==> src/rtl/pwm_pkg.sv <==
// Shared constants and types for the PWM duty-ramp sequencer.
package pwm_pkg;

  localparam logic [5:0] ADDR_CMP1_L    = 6'h06;
  localparam logic [5:0] ADDR_CMP1_H    = 6'h07;
  localparam logic [5:0] ADDR_RAMP_STAT = 6'h3F;

  typedef enum logic [2:0] {
    ST_IDLE,
    ST_WR_LO,
    ST_WR_HI,
    ST_WAIT,
    ST_DONE
  } ramp_state_t;

endpackage

==> src/rtl/pwm_ramp_ctrl_if.sv <==
// Byte-wide register bus. instr_dcd is the master on the host side; this
// block is the master towards regs.
interface pwm_ramp_ctrl_if;
  logic       read;
  logic       write;
  logic [5:0] addr;
  logic [7:0] data_write;
  logic [7:0] data_read;

  modport master (output read, write, addr, data_write, input data_read);
  modport slave  (input read, write, addr, data_write, output data_read);
endinterface

==> src/rtl/pwm_ramp_ctrl_period_tick.sv <==
// Registered zero-crossing detector: one-cycle pulse the cycle after
// counter_val lands on 0 coming from a non-zero value, in either count direction.
module period_tick #(
  parameter int W = 16
) (
  input  logic         clk,
  input  logic         rst_n,
  input  logic [W-1:0] counter_val,
  output logic         tick
);

  logic prev_nz;

  // Remember last cycle's non-zero status and raise tick on the 1->0 transition
  always_ff @(posedge clk or negedge rst_n) begin
    if (!rst_n) begin
      prev_nz <= 1'b0;
      tick    <= 1'b0;
    end else begin
      prev_nz <= |counter_val;
      tick    <= (counter_val == '0) && prev_nz;
    end
  end

endmodule

==> src/rtl/pwm_ramp_ctrl.sv <==
// Register-bus arbiter + compare1 duty-ramp sequencer between instr_dcd and regs.
// Host accesses always win and pass through combinationally; the ramp engine
// writes compare1 (LO then HI byte) only in host-idle cycles.
// Optional feature: define PWM_RAMP_STATUS_EN to add a status register at
// ADDR_RAMP_STAT ({6'b0, done_sticky, ramp_busy}) answered locally.
module pwm_ramp_ctrl
  import pwm_pkg::*;
#(
  parameter int RAMP_W = 16,
  parameter int DIV_W  = 8
) (
  input  logic              clk,
  input  logic              rst_n,
  pwm_ramp_ctrl_if.slave    host,
  pwm_ramp_ctrl_if.master   regs,
  input  logic [RAMP_W-1:0] counter_val,
  input  logic [RAMP_W-1:0] period,
  input  logic              ramp_start,
  input  logic              ramp_abort,
  input  logic [RAMP_W-1:0] ramp_from,
  input  logic [RAMP_W-1:0] ramp_target,
  input  logic [RAMP_W-1:0] ramp_step,
  input  logic [DIV_W-1:0]  ramp_div,
  output logic              ramp_busy,
  output logic              ramp_done
);

  ramp_state_t       state, state_nx;
  logic [RAMP_W-1:0] cur, cur_nx, tgt, stp, step_val;
  logic [DIV_W-1:0]  div, divcnt, divcnt_nx;
  logic              abort_pend, abort_nx;
  logic              load, tick, host_busy;
  logic              eng_wr;
  logic [5:0]        eng_addr;
  logic [7:0]        eng_data;
  logic [RAMP_W:0]   up_sum, dn_diff;

  // period is part of the bus bundle but the ramp only needs the zero crossing
  logic unused_period;
  assign unused_period = ^period;

  assign host_busy = host.read | host.write;
  assign ramp_busy = (state != ST_IDLE);

  period_tick #(.W(RAMP_W)) u_tick (
    .clk         (clk),
    .rst_n       (rst_n),
    .counter_val (counter_val),
    .tick        (tick)
  );

  // One extra bit so overshoot past either end of the range is visible
  assign up_sum  = {1'b0, cur} + {1'b0, stp};
  assign dn_diff = {1'b0, cur} - {1'b0, stp};

  // Next ramp value: move toward target by step, clamp exactly at target
  always_comb begin
    step_val = tgt;
    if (stp != '0 && cur != tgt) begin
      if (tgt > cur)
        step_val = (up_sum >= {1'b0, tgt}) ? tgt : up_sum[RAMP_W-1:0];
      else
        step_val = (dn_diff[RAMP_W] || dn_diff[RAMP_W-1:0] <= tgt) ? tgt : dn_diff[RAMP_W-1:0];
    end
  end

  // FSM next-state, engine write request and done pulse
  always_comb begin
    state_nx  = state;
    cur_nx    = cur;
    divcnt_nx = divcnt;
    abort_nx  = abort_pend;
    load      = 1'b0;
    eng_wr    = 1'b0;
    eng_addr  = '0;
    eng_data  = '0;
    ramp_done = 1'b0;
    case (state)
      ST_IDLE: begin
        abort_nx = 1'b0;
        if (!ramp_abort && ramp_start) begin
          load     = 1'b1;
          cur_nx   = ramp_from;
          state_nx = ST_WR_LO;
        end
      end
      ST_WR_LO: begin
        if (!host_busy) begin
          eng_wr   = 1'b1;
          eng_addr = ADDR_CMP1_L;
          eng_data = cur[7:0];
          state_nx = ST_WR_HI;
          // LO byte is already on the bus: finish the HI byte before stopping
          if (ramp_abort) abort_nx = 1'b1;
        end else if (ramp_abort) begin
          state_nx = ST_IDLE;
        end
      end
      ST_WR_HI: begin
        abort_nx = abort_pend | ramp_abort;
        if (!host_busy) begin
          eng_wr   = 1'b1;
          eng_addr = ADDR_CMP1_H;
          eng_data = cur[15:8];
          if (abort_pend || ramp_abort) begin
            state_nx = ST_IDLE;
            abort_nx = 1'b0;
          end else if (cur == tgt) begin
            state_nx = ST_DONE;
          end else begin
            state_nx  = ST_WAIT;
            divcnt_nx = div;
          end
        end
      end
      ST_WAIT: begin
        if (ramp_abort) begin
          state_nx = ST_IDLE;
        end else if (tick) begin
          if (divcnt == '0) begin
            cur_nx   = step_val;
            state_nx = ST_WR_LO;
          end else begin
            divcnt_nx = divcnt - DIV_W'(1);
          end
        end
      end
      ST_DONE: begin
        ramp_done = !ramp_abort;
        state_nx  = ST_IDLE;
      end
      default: state_nx = ST_IDLE;
    endcase
  end

  // FSM state and ramp working registers; parameters latched on accepted start
  always_ff @(posedge clk or negedge rst_n) begin
    if (!rst_n) begin
      state      <= ST_IDLE;
      cur        <= '0;
      tgt        <= '0;
      stp        <= '0;
      div        <= '0;
      divcnt     <= '0;
      abort_pend <= 1'b0;
    end else begin
      state      <= state_nx;
      cur        <= cur_nx;
      divcnt     <= divcnt_nx;
      abort_pend <= abort_nx;
      if (load) begin
        tgt <= ramp_target;
        stp <= ramp_step;
        div <= ramp_div;
      end
    end
  end

`ifdef PWM_RAMP_STATUS_EN
  logic stat_hit, done_sticky;
  assign stat_hit = (host.addr == ADDR_RAMP_STAT);

  // Sticky completion flag; a new completion beats a simultaneous clear
  always_ff @(posedge clk or negedge rst_n) begin
    if (!rst_n)
      done_sticky <= 1'b0;
    else if (ramp_done)
      done_sticky <= 1'b1;
    else if (host.write && stat_hit)
      done_sticky <= 1'b0;
  end

  // Status reads are answered here; everything else comes from regs
  always_comb begin
    host.data_read = regs.data_read;
    if (host.read && stat_hit) host.data_read = {6'b0, done_sticky, ramp_busy};
  end
`else
  assign host.data_read = regs.data_read;
`endif

  // Bus mux: host has strict priority, engine fills idle cycles
  always_comb begin
    regs.read       = 1'b0;
    regs.write      = eng_wr;
    regs.addr       = eng_addr;
    regs.data_write = eng_data;
    if (host_busy) begin
      regs.read       = host.read;
      regs.write      = host.write;
      regs.addr       = host.addr;
      regs.data_write = host.data_write;
`ifdef PWM_RAMP_STATUS_EN
      if (stat_hit) begin
        regs.read  = 1'b0;
        regs.write = 1'b0;
      end
`endif
    end
  end

endmodule

==> src/flat_wrapper.sv <==
// flat-port wrapper written by rule: the top's interface ports become plain ports
module pwm_ramp_ctrl_flat import pwm_pkg::*;
#(
  parameter int RAMP_W = 16,
  parameter int DIV_W  = 8
)
  (clk, rst_n, counter_val, period, ramp_start, ramp_abort, ramp_from, ramp_target, ramp_step, ramp_div, ramp_busy, ramp_done, host_read, host_write, host_addr, host_data_write, host_data_read, regs_read, regs_write, regs_addr, regs_data_write, regs_data_read);
  pwm_ramp_ctrl_if host_i ();
  pwm_ramp_ctrl_if regs_i ();
  input  logic clk;
  input  logic rst_n;
  input  logic [RAMP_W-1:0] counter_val;
  input  logic [RAMP_W-1:0] period;
  input  logic ramp_start;
  input  logic ramp_abort;
  input  logic [RAMP_W-1:0] ramp_from;
  input  logic [RAMP_W-1:0] ramp_target;
  input  logic [RAMP_W-1:0] ramp_step;
  input  logic [DIV_W-1:0] ramp_div;
  output logic ramp_busy;
  output logic ramp_done;
  input wire logic [$bits(host_i.read)-1:0] host_read;
  input wire logic [$bits(host_i.write)-1:0] host_write;
  input wire logic [$bits(host_i.addr)-1:0] host_addr;
  input wire logic [$bits(host_i.data_write)-1:0] host_data_write;
  output wire logic [$bits(host_i.data_read)-1:0] host_data_read;
  output wire logic [$bits(regs_i.read)-1:0] regs_read;
  output wire logic [$bits(regs_i.write)-1:0] regs_write;
  output wire logic [$bits(regs_i.addr)-1:0] regs_addr;
  output wire logic [$bits(regs_i.data_write)-1:0] regs_data_write;
  input wire logic [$bits(regs_i.data_read)-1:0] regs_data_read;
  assign host_i.read = host_read;
  assign host_i.write = host_write;
  assign host_i.addr = host_addr;
  assign host_i.data_write = host_data_write;
  assign host_data_read = host_i.data_read;
  assign regs_read = regs_i.read;
  assign regs_write = regs_i.write;
  assign regs_addr = regs_i.addr;
  assign regs_data_write = regs_i.data_write;
  assign regs_i.data_read = regs_data_read;
  pwm_ramp_ctrl #(.RAMP_W(RAMP_W), .DIV_W(DIV_W)) u_core (.clk(clk), .rst_n(rst_n), .host(host_i), .regs(regs_i), .counter_val(counter_val), .period(period), .ramp_start(ramp_start), .ramp_abort(ramp_abort), .ramp_from(ramp_from), .ramp_target(ramp_target), .ramp_step(ramp_step), .ramp_div(ramp_div), .ramp_busy(ramp_busy), .ramp_done(ramp_done));
endmodule
==> config.mk <==
export PLATFORM = sky130hd
export DESIGN_NAME = pwm_ramp_ctrl_flat
export DESIGN_NICKNAME = d
export VERILOG_FILES = /design/src/rtl/pwm_pkg.sv /design/src/rtl/pwm_ramp_ctrl_if.sv /design/src/rtl/pwm_ramp_ctrl_period_tick.sv /design/src/rtl/pwm_ramp_ctrl.sv /design/src/flat_wrapper.sv
export SDC_FILE = /design/constraint.sdc
export NUM_CORES = 1
export LEC_CHECK = 0
export CAP_MARGIN = 5
export CORE_ASPECT_RATIO = 1.75
export CORE_UTILIZATION = 54
export CTS_BUF_LIST = sky130_fd_sc_hd__clkbuf_4 sky130_fd_sc_hd__clkbuf_8
export DETAILED_ROUTE_END_ITERATION = 16
export GPL_TIMING_DRIVEN = 1
export HOLD_SLACK_MARGIN = 0.03
export PLACE_DENSITY = 0.86
export SLEW_MARGIN = 20
export SYNTH_ARGS = -nofsm -noshare
export SYNTH_HDL_FRONTEND = slang
export SYNTH_HIERARCHICAL = 1
export SYNTH_SLANG_ARGS = --single-unit
==> constraint.sdc <==
create_clock -name clk -period 5.8 [get_ports clk]
set_input_delay 0.87 -clock clk [delete_from_list [all_inputs] [get_ports clk]]
set_output_delay 0.87 -clock clk [all_outputs]
set_load 0.005 [all_outputs]
==> metrics.csv <==
stage;metric;value;unit
synthesis;Mapped Cells;842;
clocking;Post-CTS Hold Fix Bufs;0;
flow_run;Max-cap violations;0;
worst_setup_path;Worst path most repeated cell;a21oi_1;
cells_and_area;Fillers;1011;
timing;RSZ-0062 raised after global routing;false;
synthesis;Main synth FF type;dfrtp_1;
synthesis;Post-synth EDFFs;0;
routing;Routed Antenna Nets;0;
global_route;Tot GR Track Use;0.311;
cells_and_area;utilization after layout;0.660;
cells_and_area;Nets;1117;
timing;Final period util;0.905;
synthesis;Yosys reg bits;70;
routing;1st-iter DRT viols;401;
timing;Peak Freq;0.191;GHz
clocking;buffer depth of the longest clock path;2;
clocking;Clock Tree Root;clkbuf_8;
cells_and_area;Inserted Diodes;0;
place;pre-CTS setup slack;0.673;ns
floorplan;Core Area;12000;µm²
routing;Residual DRC;0;
global_route;total gr overflow;0;
synthesis;asr flop ratio synth;1.00;
synthesis;most frequent cell after synthesis;nand2_1;
global_route;first-pass GRT wire length;30700;µm
floorplan;io pins;142;
worst_setup_path;Critical Path, Cell by Cell;inv_1 > ha_1 > inv_1 > fa_1 > a21oi_1 > a2bb2oi_1 > a21oi_1 > a31oi_1 > mux2i_1 > nand3_1 > ha_1 > nand2_1 > nor4_2 > o311ai_0 > a221oi_1 > a21oi_1 > nor3_4 > o221ai_1 > o21ai_0;
timing;clock skew;0.0132;ns
synthesis;post-synthesis net count;1041;
clocking;Clock Sinks;70;
synthesis;library cells used by synthesis;74;
worst_setup_path;CP Capture Type;register;
synthesis;Yosys warning total;6;
global_route;initial antenna violation count;0;
worst_setup_path;Worst Path Required;6.08;ns
routing;via/cell ratio;6.03;
clocking;Clock Latency Late Sink;0.38;ns
timing;TNS Setup;0;ns
floorplan;Initial Utilization;0.553;
timing;Worst slew margin;0.342;
global_route;via count of the first global-routing pass;6428;
timing;Worst Max-Slew Pin Slew;0.983;ns
routing;Pre-Repair DR Iteration Count;5;
synthesis;Avg Inst Size Synth;7.88;µm²
global_route;largest net degree at the start of global routing;71;
place;DP HPWL;15200;µm
place;number of port buffers;109;
floorplan;Die Wd;85.8;µm
routing;DR WL/cell;17.7;µm
worst_setup_path;WS Path Type;register to register;
place;final RePlAce weighted congestion;0.981;
worst_setup_path;Critical Path Max Stage Delay;0.49;ns
clocking;clock-pin slew on the worst setup and hold paths;0.08;ns
timing;Hold Vio Cnt, Final;0;
synthesis;Synth Cell Area;6630;µm²
outcome;status;complete, no violations;
clocking;CTS H-tree depth;3;
min_path;Min-Delay Path Class;register to register;
cells_and_area;Finished Layout Cells;1088;
floorplan;Core Rows;53;
floorplan;Die ar.;12700;µm²
clocking;CTS Buf Count;9;
worst_setup_path;Worst setup SP type;register;
floorplan;die height;149;µm
routing;vias;6562;
worst_setup_path;crit path max-delay cell type;a221oi_1;
clocking;CTS tree;done;
timing;Setup-failing EPs final;0;
clocking;Post-CTS Setup Bufs;0;
worst_setup_path;Critical Path Fanout Max;9;
synthesis;area leader, netlist;dfrtp_1;
cells_and_area;share of layout cells above drive strength 1;0.0531;
synthesis;Post-synth top cells;nand2_1, ha_1, dfrtp_1;
synthesis;synth top area cells;dfrtp_1, ha_1, nand2_1;
cells_and_area;area delta synth->final;19.4;%
timing;final critical-path required period;5.25;ns
clocking;post-CTS sizing;0;
synthesis;Yosys top cell area share;0.264;
routing;final WL;19300;µm
synthesis;register area share after synthesis;0.264;
timing;Final WS setup;0.553;ns
place;Placed Instances;1072;
worst_setup_path;WP data arrival;5.52;ns
timing;Slew Viols, Final;0;
## path summary, 6_finish.rpt
check	startpoint	endpoint	slack, ns	depth (start not counted)
max in group asynchronous	rst_n	u_core/stp[4]$_DFFE_PN0P_	4.49	2
worst max-delay path	u_core/cur[0]$_DFFE_PN0P_	u_core/cur[2]$_DFFE_PN0P_	0.55	19
worst min-delay path	u_core/u_tick/prev_nz$_DFF_PN0_	u_core/u_tick/tick$_DFF_PN0_	0.48	2
worst min register to register	u_core/u_tick/prev_nz$_DFF_PN0_	u_core/u_tick/tick$_DFF_PN0_	0.48	2
min in group asynchronous	rst_n	u_core/state[1]$_DFFE_PN0P_	0.71	2
worst max register to register	u_core/cur[0]$_DFFE_PN0P_	u_core/cur[2]$_DFFE_PN0P_	0.55	19
## cell usage in the layout (no fill, tap or decap), types with 3 or more instances in the layout
master,Yosys,routed
nor4_1,14,14
mux2i_1,4,4
buf_4,10,5
nand3_1,15,15
o21ai_1,4,4
dfrtp_1,70,70
a211oi_1,17,17
nor2_1,60,60
o221ai_1,8,8
nand4_1,9,9
a21oi_1,69,69
xor2_1,4,4
o211ai_1,3,3
a21o_1,11,11
a31oi_1,8,8
nand2b_1,11,11
ha_1,81,81
and2_1,10,9
inv_1,69,69
a221oi_1,4,4
nand2_1,110,110
o22ai_1,3,3
or2_2,5,5
clkdlybuf4s50_1,0,108
and3_1,17,17
xnor2_1,18,18
a22oi_1,11,11
o31ai_1,5,5
a221o_1,3,3
o21ai_0,69,69
a211o_1,3,3
nor3b_1,4,4
nor2b_1,8,8
clkbuf_8,0,9
nor3_1,18,18
## sequential cells by signal, summed over array words and instances (netlist names)
| name | cells |
|---|---|
| u_core/abort_pend | 1 |
| u_core/cur | 16 |
| u_core/u_tick/prev_nz | 1 |
| u_core/tgt | 16 |
| u_core/div | 8 |
| u_core/state | 3 |
| u_core/divcnt | 8 |
| u_core/stp | 16 |
| u_core/u_tick/tick | 1 |
## metrics by stage
step | cell area [µm²] | hold WS [ns]
after floorplan | 6630 | 0.446
after global placement | 7720 | 0.462
after detailed placement | 7720 | 0.464
after CTS | 7920 | 0.482
after global routing | 7920 | 0.518
final | 7920 | 0.478
## worst max-delay path: cells and delay by family (launching register included)
kind,cells,cell delay (ns)
compound gates,9,2.49
fa+ha+maj,3,0.87
buf+inv,2,0.13
flops,1,0.44
mux,1,0.24
simple gates,4,1.00
## cells by family after synthesis
logic type,count (synthesis),synth area share
DFF,70,0.264
adders and majority gates,83,0.159
buffers and inverters,120,0.0772
and+or+nand+nor,298,0.221
AOI/OAI and AO/OA,243,0.240
muxes,6,0.00943
xor gates and xnor gates,22,0.0291
## cell type report
type	instances	area (µm²)	share of cell area
multi-input cells	652	4370	0.552
repair buffers	114	1120	0.142
flip-flops and latches	70	1750	0.221
clock inverters	7	80.1	0.0101
inverters	71	267	0.0336
clock buffers	9	124	0.0156
well taps	165	206	0.0261
## routing by layer
layer,vias to the layer above,global-route usage,share of wire
met5,-,0,0
met4,0,0.215,0.068
met3,91,0.0511,0.053
met2,277,0.548,0.50
met1,3058,0.335,0.38
li1,3136,-,-
Power is not shown: default switching activity piles up to over one toggle a cycle in this logic, so the estimate is an artifact.
